[config.mk]
export PLATFORM = sky130hd
export DESIGN_NAME = wb_regfile
export DESIGN_NICKNAME = d
export VERILOG_FILES = /design/src/rtl/wb_regfile_pkg.sv /design/src/rtl/wb_regfile_mux.sv /design/src/rtl/wb_regfile.sv
export SDC_FILE = /design/constraint.sdc
export NUM_CORES = 2
export LEC_CHECK = 0
export CORE_UTILIZATION = 37
export CTS_CLUSTER_SIZE = 12
export DETAILED_ROUTE_END_ITERATION = 12
export SYNTH_ARGS = -nofsm -noshare
export SYNTH_HDL_FRONTEND = slang
export SYNTH_SLANG_ARGS = --single-unit
[constraint.sdc]
create_clock -name clk -period 2.5 [get_ports clk]
set_input_delay 0.5 -clock clk [delete_from_list [all_inputs] [get_ports clk]]
set_output_delay 0.5 -clock clk [all_outputs]
set_load 0.02 [all_outputs]
[src/rtl/wb_regfile_pkg.sv]
// Shared constants for the writeback-stage register file.
package wb_regfile_pkg;
  localparam int DATA_W     = 32;
  localparam int REG_ADDR_W = 5;
  localparam int NREG       = 32;
  localparam logic [REG_ADDR_W-1:0] ZERO_REG = 5'd0;
endpackage

[src/rtl/wb_regfile_mux.sv]
// 2:1 writeback select between load data and ALU result.
module wb_mux
  import wb_regfile_pkg::*;
#(
  parameter int DATA_W = wb_regfile_pkg::DATA_W
) (
  input  logic              i_sel,
  input  logic [DATA_W-1:0] i_mem,
  input  logic [DATA_W-1:0] i_alu,
  output logic [DATA_W-1:0] o_data
);
  assign o_data = i_sel ? i_mem : i_alu;
endmodule

[src/rtl/wb_regfile.sv]
// Flop-based register file with WB-stage write, same-cycle bypass to ID reads,
// and a free-running count of committed writes.
module wb_regfile
  import wb_regfile_pkg::*;
#(
  parameter int DATA_W = wb_regfile_pkg::DATA_W,
  parameter int NREG   = wb_regfile_pkg::NREG
) (
  input  logic                  clk,
  input  logic                  rst_n,
  input  logic                  MemtoReg_WB,
  input  logic                  RegWrite_WB,
  input  logic [DATA_W-1:0]     dmReadData_WB,
  input  logic [DATA_W-1:0]     ALUResult_WB,
  input  logic [REG_ADDR_W-1:0] Dst_WB,
  input  logic [REG_ADDR_W-1:0] rs_ID,
  input  logic [REG_ADDR_W-1:0] rt_ID,
  output logic [DATA_W-1:0]     rsData_ID,
  output logic [DATA_W-1:0]     rtData_ID,
  output logic [DATA_W-1:0]     WriteData_WB,
  output logic [31:0]           RetireCount
);
  logic [NREG-1:0][DATA_W-1:0] r_regs;
  logic [31:0]                 r_retire;
  logic [DATA_W-1:0]           w_wdata;
  logic                        w_commit;

  wb_mux #(.DATA_W(DATA_W)) u_wb_mux (
    .i_sel  (MemtoReg_WB),
    .i_mem  (dmReadData_WB),
    .i_alu  (ALUResult_WB),
    .o_data (w_wdata)
  );

  // Register 0 is hardwired: a write to it is not a commit and is not counted.
  assign w_commit = RegWrite_WB && (Dst_WB != ZERO_REG) && (int'(Dst_WB) < NREG);

  always_ff @(posedge clk or negedge rst_n) begin
    if (!rst_n) begin
      r_regs   <= '0;
      r_retire <= '0;
    end else if (w_commit) begin
      r_regs[Dst_WB] <= w_wdata;
      r_retire       <= r_retire + 32'd1;
    end
  end

  // Bypass hides the one-cycle write latency from the ID stage.
  always_comb begin
    rsData_ID = '0;
    if (w_commit && (rs_ID == Dst_WB))
      rsData_ID = w_wdata;
    else if ((rs_ID != ZERO_REG) && (int'(rs_ID) < NREG))
      rsData_ID = r_regs[rs_ID];
  end

  always_comb begin
    rtData_ID = '0;
    if (w_commit && (rt_ID == Dst_WB))
      rtData_ID = w_wdata;
    else if ((rt_ID != ZERO_REG) && (int'(rt_ID) < NREG))
      rtData_ID = r_regs[rt_ID];
  end

  assign WriteData_WB = w_wdata;
  assign RetireCount  = r_retire;
endmodule
# Word-level counts from Yosys, hierarchy flattened
# Index checks and enable logic that the tools add are counted.
[classes] n_reduce_logical=7 add_sub_neg=1 mux=12 n_lt_le_gt_ge=4 n_eq_ne=2
[op_table] operator="1024-bit bitwise mux" count=1
[op_table] operator="32-bit binary-select mux with 5-bit select" count=2
[op_table] operator="32-bit 2-to-1 mux" count=8
[op_table] operator="32-bit demux with 5-bit select" count=1
[op_table] operator="32-bit by 1-bit adder with 32-bit output (second input constant)" count=1
[op_table] operator="5-bit by 6-bit < comparator with 1-bit output (second input constant)" count=3
[op_table] operator="5-bit nonzero test" count=3
[op_table] operator="5-bit equality test" count=2
[op_table] operator="5-bit by 1-bit >= comparator with 1-bit output (second input constant)" count=1
[op_table] operator="1-bit logical AND" count=4
[word_totals] output_inout_bits=128 ff_bits=1056 wordCells=59

# Depth between registers and ports, before layout
[depth] ltp_word=5 ltp_mapped=9 mapped_depth_nobuf=6

# Hierarchy
# A second synthesis with hierarchy kept.
[unflattened] cells_unflattened=3823 hier_area_um2=56904.6
[by_module_without_submodules] mod="wb_regfile" area_each_um2=56360.3 cells_per_inst=3787 n_inst=1
[by_module_without_submodules] mod="wb_mux" area_each_um2=544.3 cells_per_inst=36 n_inst=1

# Worst setup path before layout
# OpenSTA, ideal clock, no wires.
[synth_timing] path_type="input port to output port" from="input port rt_ID[0]" to="output port rtData_ID[11]" required_time_ps=2000 arrival_ps=2340 path_slack_ps=-340 path_buffers=5 stages=9 cell_sequence="buf_2 buf_4 buf_4 buf_4 nand2_1 buf_2 o221ai_1 a211oi_1 o32ai_1"
[synth_between] elab_chain_len=4 elab_cells_between_ends=7 cone_classes="eq/ne (1); mux (4); reduce/logical (2)"
[synth_lines] item="from (decl)" line="wb_regfile.sv:17" text="input logic [REG_ADDR_W-1:0] rt_ID,"
[synth_lines] item="32-bit binary-select mux with 5-bit select" line="wb_regfile.sv:62" text="rtData_ID = r_regs[rt_ID];"
[synth_lines] item="32-bit 2-to-1 mux (not written as such)" line="wb_regfile.sv:62"
[synth_lines] item="32-bit 2-to-1 mux" line="wb_regfile.sv:61" text="else if ((rt_ID != ZERO_REG) && (int'(rt_ID) < NREG))"
[synth_lines] item="32-bit 2-to-1 mux *" line="wb_regfile.sv:59" text="if (w_commit && (rt_ID == Dst_WB))"
[synth_lines] item="to (decl)" line="wb_regfile.sv:19" text="output logic [DATA_W-1:0] rtData_ID,"
# Mark *: on every way between the ends. The rest lies on a longest branch, timed or not. The select of a mux whose other input is x is not followed.

# Worst setup path after layout
[layout_timing] from="register r_regs[792] (netlist bit)" to="output port rsData_ID[24]"
[layout_between] elab_chain_len=4
[layout_lines] item="from (decl)" line="wb_regfile.sv:23" text="logic [NREG-1:0][DATA_W-1:0] r_regs;"
[layout_lines] item="from (signal, indexed assignment)" line="wb_regfile.sv:43" text="r_regs[Dst_WB] <= w_wdata;"
[layout_lines] item="32-bit binary-select mux with 5-bit select" line="wb_regfile.sv:54" text="rsData_ID = r_regs[rs_ID];"
[layout_lines] item="32-bit 2-to-1 mux (not written as such)" line="wb_regfile.sv:54"
[layout_lines] item="32-bit 2-to-1 mux" line="wb_regfile.sv:53" text="else if ((rs_ID != ZERO_REG) && (int'(rs_ID) < NREG))"
[layout_lines] item="32-bit 2-to-1 mux" line="wb_regfile.sv:51" text="if (w_commit && (rs_ID == Dst_WB))"
[layout_lines] item="to (decl)" line="wb_regfile.sv:18" text="output logic [DATA_W-1:0] rsData_ID,"
# Every way passes these cells. The select of a mux whose other input is x is not followed.

==> report_table.html <==
<table>
<tr><th>Metric</th><th>Value</th></tr>
<tr><th colspan="2">Worst setup path</th></tr>
<tr><td>CP Data Arrival Time</td><td>roughly 2700 ps</td></tr>
<tr><td>Most frequent cell on the critical path</td><td>buf_6</td></tr>
<tr><td>Kind of start point of the critical path</td><td>flop</td></tr>
<tr><td>WP buf/inv</td><td>3</td></tr>
<tr><td>Data required time at the worst endpoint</td><td>2000 ps</td></tr>
<tr><td>Maximum fanout along the worst path</td><td>2</td></tr>
<tr><td>CP max-delay cell</td><td>mux4_2</td></tr>
<tr><td>Category of the most critical setup path</td><td>flop to primary output</td></tr>
<tr><td>Gate family responsible for the most delay along the worst path</td><td>multiplexers</td></tr>
<tr><td>Max incr delay on CP</td><td>around 440 ps</td></tr>
<tr><td>Cell-by-cell trace of the critical path</td><td>buf_6 &gt; mux4_2 &gt; mux2_4 &gt; a221oi_2 &gt; buf_4 &gt; o32ai_4 &gt; buf_6</td></tr>
<tr><td>Type of destination of the critical path</td><td>primary output</td></tr>
<tr><th colspan="2">Flow run</th></tr>
<tr><td>Number of max-capacitance violations reported</td><td>0</td></tr>
<tr><th colspan="2">CTS</th></tr>
<tr><td>Master cell of the clock root buffer</td><td>clkbuf_16</td></tr>
<tr><td>Total CTS buffers</td><td>between 100 and 150</td></tr>
<tr><td>Clock latency on the worst-skew pair</td><td>740 ps</td></tr>
<tr><td>Clock tree from TritonCTS</td><td>done</td></tr>
<tr><td>Clk pin slew, worst setup/hold paths</td><td>~60 ps</td></tr>
<tr><td>Number of sinks handled by clock tree synthesis</td><td>1,056</td></tr>
<tr><td>Bufs on Longest Clock Path</td><td>3</td></tr>
<tr><td>Count of H-tree levels built during CTS</td><td>3</td></tr>
<tr><th colspan="2">Drt</th></tr>
<tr><td>Routed via count divided by cell count</td><td>5.97</td></tr>
<tr><td>Total routed wirelength</td><td>roughly 220,000 um</td></tr>
<tr><td>Met3 wire len</td><td>24,400 um</td></tr>
<tr><td>Routed metal-1 wirelength</td><td>90,600 um</td></tr>
<tr><td>Via count</td><td>47,255</td></tr>
<tr><td>Remaining routing DRC violations</td><td>0</td></tr>
<tr><td>Post-route ant nets</td><td>0</td></tr>
<tr><td>Uppermost layer routed</td><td>met5</td></tr>
<tr><td>Wirelength per Cell</td><td>27.9 um</td></tr>
<tr><td>Detailed router's first-iteration violation count</td><td>5,048</td></tr>
<tr><td>Detailed-router iteration count before antenna repair</td><td>5</td></tr>
<tr><td>Met2 layer wire length in the routed design</td><td>97,000 um</td></tr>
<tr><th colspan="2">Final layout</th></tr>
<tr><td>Sequential standard cell area</td><td>0.0264 mm2</td></tr>
<tr><td>Layout overhead on the synthesized area</td><td>38.3%</td></tr>
<tr><td>Post-route design area</td><td>approximately 0.075 mm2</td></tr>
<tr><td>Final Util</td><td>roughly 52%</td></tr>
<tr><td>Area occupied by multi-input gates</td><td>0.0284 mm2</td></tr>
<tr><td>Fill cell total of the finished layout</td><td>12,535</td></tr>
<tr><td>Layout cells sized above 1</td><td>36.9%</td></tr>
<tr><td># nets final</td><td>5,996</td></tr>
<tr><th colspan="2">Die</th></tr>
<tr><td>Horizontal extent of the die</td><td>385 um</td></tr>
<tr><td>Standard-cell row count</td><td>140</td></tr>
<tr><td>Initial cell density of the core</td><td>37.3%</td></tr>
<tr><td>Die Area</td><td>0.148 mm2</td></tr>
<tr><td>Top Ports</td><td>211</td></tr>
<tr><td>Chip height</td><td>385 um</td></tr>
<tr><td>Placeable core area</td><td>0.146 mm2</td></tr>
<tr><th colspan="2">Timing</th></tr>
<tr><td>Count of final hold-check violations</td><td>0</td></tr>
<tr><td>Setup ws final</td><td>-710 ps</td></tr>
<tr><td>Setup Total Neg Slack</td><td>-36,370 ps</td></tr>
<tr><td>Final worst path period need</td><td>3210 ps</td></tr>
<tr><td>Worst relative slew slack</td><td>58.5%</td></tr>
<tr><td>Final worst clock skew</td><td>8.74 ps</td></tr>
<tr><td>Unrepaired setup endpoints after global routing</td><td>yes</td></tr>
<tr><td>Pin slew with the least headroom to its limit</td><td>about 620 ps</td></tr>
<tr><td>Achievable frequency</td><td>312 MHz</td></tr>
<tr><td>Final Max Slew Viols</td><td>0</td></tr>
<tr><td>Final cycle utilization of the critical path</td><td>128%</td></tr>
<tr><td># setup viols final</td><td>64</td></tr>
<tr><th colspan="2">Yosys</th></tr>
<tr><td>Sequential cell area fraction in the yosys report</td><td>48.7%</td></tr>
<tr><td>Cell Area, Synth</td><td>0.0543 mm2</td></tr>
<tr><td>Synthesized area per cell</td><td>approximately 11 um2</td></tr>
<tr><td>Number of synthesized register bits</td><td>about 1,100</td></tr>
<tr><td>Count of flip-flops with a built-in enable after synthesis</td><td>0</td></tr>
<tr><td>Top flip-flop cell by instance count after synthesis</td><td>dfrtp_1</td></tr>
<tr><td>Share of synthesized registers carrying an async set or reset</td><td>100%</td></tr>
<tr><td>Synthesis warning total</td><td>0</td></tr>
<tr><td>Number of cells produced by synthesis</td><td>4,911</td></tr>
<tr><td>Total nets after synthesis</td><td>4,995</td></tr>
<tr><td>Synth unique cells</td><td>48</td></tr>
<tr><th colspan="2">Place</th></tr>
<tr><td>Count of input and output buffers</td><td>210</td></tr>
<tr><td>Post-placement cell area</td><td>a little under 0.07 mm2</td></tr>
<tr><td>Dpl hpwl</td><td>152,000 um</td></tr>
<tr><td>Global placer's final weighted congestion</td><td>0.917</td></tr>
<tr><td>DP Worst Slack</td><td>-1270 ps</td></tr>
<tr><th colspan="2">Run status</th></tr>
<tr><td>Failing checks</td><td>negative setup slack</td></tr>
<tr><td>Outcome</td><td>finished with violations</td></tr>
<tr><th colspan="2">Global routing</th></tr>
<tr><td>Vias in the first global route</td><td>47,099</td></tr>
<tr><td>First-pass GRT wire length</td><td>roughly 320,000 um</td></tr>
<tr><td>Largest net degree at the start of global routing</td><td>between 100 and 150</td></tr>
<tr><td>Global-route total usage across every layer</td><td>between 20 and 30%</td></tr>
<tr><td>Antenna violations before repair</td><td>5</td></tr>
<tr><td>Global route overflow</td><td>0</td></tr>
<tr><th colspan="2">Pwr</th></tr>
<tr><td>Total power divided by cell area</td><td>approximately 770 mW/mm2</td></tr>
<tr><td>LEAKAGE</td><td>32.8 nW</td></tr>
<tr><td>Maximum VDD drop</td><td>around 570 uV</td></tr>
<tr><td>Overall power</td><td>58.1 mW</td></tr>
<tr><th colspan="2">Min path</th></tr>
<tr><td>Hold crit path type</td><td>primary input to async pin</td></tr>
</table>
==> flip-flops by register name, summed over array words and instances (netlist names) <==
name	cells
RetireCount	32
r_regs	1024
==> cell usage after synthesis, types with 12 or more instances <==
cell | n | area, um2
inv_1 | 36 | 135
nand3_1 | 14 | 70.1
xor2_1 | 20 | 175
o221ai_1 | 71 | 622
a22o_1 | 94 | 823
nor3_1 | 12 | 60.1
mux2i_1 | 247 | 2470
buf_4 | 39 | 293
a211oi_1 | 56 | 420
o32ai_1 | 54 | 473
o22ai_1 | 28 | 175
buf_6 | 24 | 270
dfrtp_1 | 1056 | 26400
mux4_2 | 408 | 9190
a2111oi_1 | 18 | 180
buf_2 | 76 | 380
a221oi_1 | 14 | 123
nand2_1 | 514 | 1930
nor2b_1 | 17 | 106
mux2_2 | 29 | 327
clkbuf_1 | 386 | 1450
nor2_1 | 535 | 2010
a22oi_1 | 27 | 203
o21ai_0 | 486 | 2430
a21oi_1 | 530 | 2650
and3_1 | 20 | 125
xnor2_1 | 21 | 184
==> cells by family (layout without fill, tap and decap cells) <==
family / Yosys count / in the layout / synth area share, %
XOR/XNOR: 41 / 41 / 0.661
buffers and inverters: 572 / 1662 / 4.73
other: 0 / 2 / 0
adder cells (fa/ha/maj): 1 / 1 / 0.0230
multiplexers: 684 / 684 / 22.1
flip-flops: 1056 / 1056 / 48.7
AND/OR/NAND/NOR: 1146 / 1146 / 8.35
AO/OA/AOI/OAI: 1411 / 1411 / 15.5
==> routing by layer <==
layer	global-route usage, %	up-vias
met3	7.90	528
met1	41.6	24057
met4	11.4	4
li1	-	20024
met2	44.0	2642
met5	0	-
==> per-stage QoR <==
step	hold WS [ps]	std cells
2_1_floorplan	204	4911
3_3_place_gp	380	7593
3_5_place_dp	384	7593
4_1_cts	277	7886
5_1_grt	304	7918
6_report	305	7920
==> final timing paths <==
check | from | endpoint | slack, ps | depth (start not counted)
worst max-delay path | r_regs[792] | rsData_ID[24] | -710 | 7
worst min-delay path | rst_n | r_regs[195] | 300 | 2
worst max register to register | RetireCount[0] | RetireCount[30] | 590 | 6
worst min register to register | r_regs[19] | r_regs[19] | 400 | 0
max in group asynchronous | rst_n | r_regs[683] | 1190 | 4
min in group clk | r_regs[19] | r_regs[19] | 400 | 0
==> power by group <==
| part | switching (mW) | total (mW) | leakage (nW) | internal [mW] |
|---|---|---|---|---|
| Sequential | 2.65 | 23.3 | 13.2 | 20.7 |
| Clock | 7.38 | 17.4 | 1.87 | 10.0 |
| Combinational | 7.89 | 17.4 | 17.8 | 9.48 |
| Total | 17.9 | 58.1 | 32.8 | 40.2 |
==> worst register-to-register path: cells and delay by family (launching register included) <==
family                   cells  cell delay, ps
AO/OA/AOI/OAI                1             370
XOR/XNOR                     1             180
adder cells (fa/ha/maj)      1             200
flip-flops                   1             440
AND/OR/NAND/NOR              3             660
==> area by class of cell <==
cell class | count | share of cell area (%)
diodes | 2 | 0.00666
clock buffers | 173 | 4.53
clock inverters | 30 | 0.516
inverters | 37 | 0.185
multi-input cells | 3283 | 37.7
flip-flops and latches | 1056 | 35.2
well taps | 1917 | 3.19
repair buffers | 1422 | 18.7
==> cell usage in the layout (no fill, tap or decap), types with 19 or more instances in the layout <==
master,instances
buf_4,961
mux2i_4,28
o22ai_1,25
buf_12,173
a21oi_1,520
xnor2_1,21
clkbuf_8,33
a2111oi_4,30
nor2_1,518
clkbuf_16,118
mux2i_1,212
buf_6,127
mux4_2,408
o21ai_0,480
nand2_1,498
a211oi_2,52
inv_1,33
a22o_1,90
xor2_1,19
o221ai_1,64
dfrtp_1,1056
o32ai_4,49
clkbuf_1,26
clkdlybuf4s50_1,116
==> timing repair <==
| action | 4_1_cts | 5_1_grt |
|---|---|---|
| setup buffers | 88 | 30 |
| endpoints found under the setup margin | 79 | 68 |
| pin swaps | 161 | 43 |
| hold buffers | 1 | 0 |
| gates cloned | 3 | 4 |
| hold endpoints to repair | 14 | 0 |
| resized for setup | 435 | 63 |
Power figures use the tool's default switching activity.
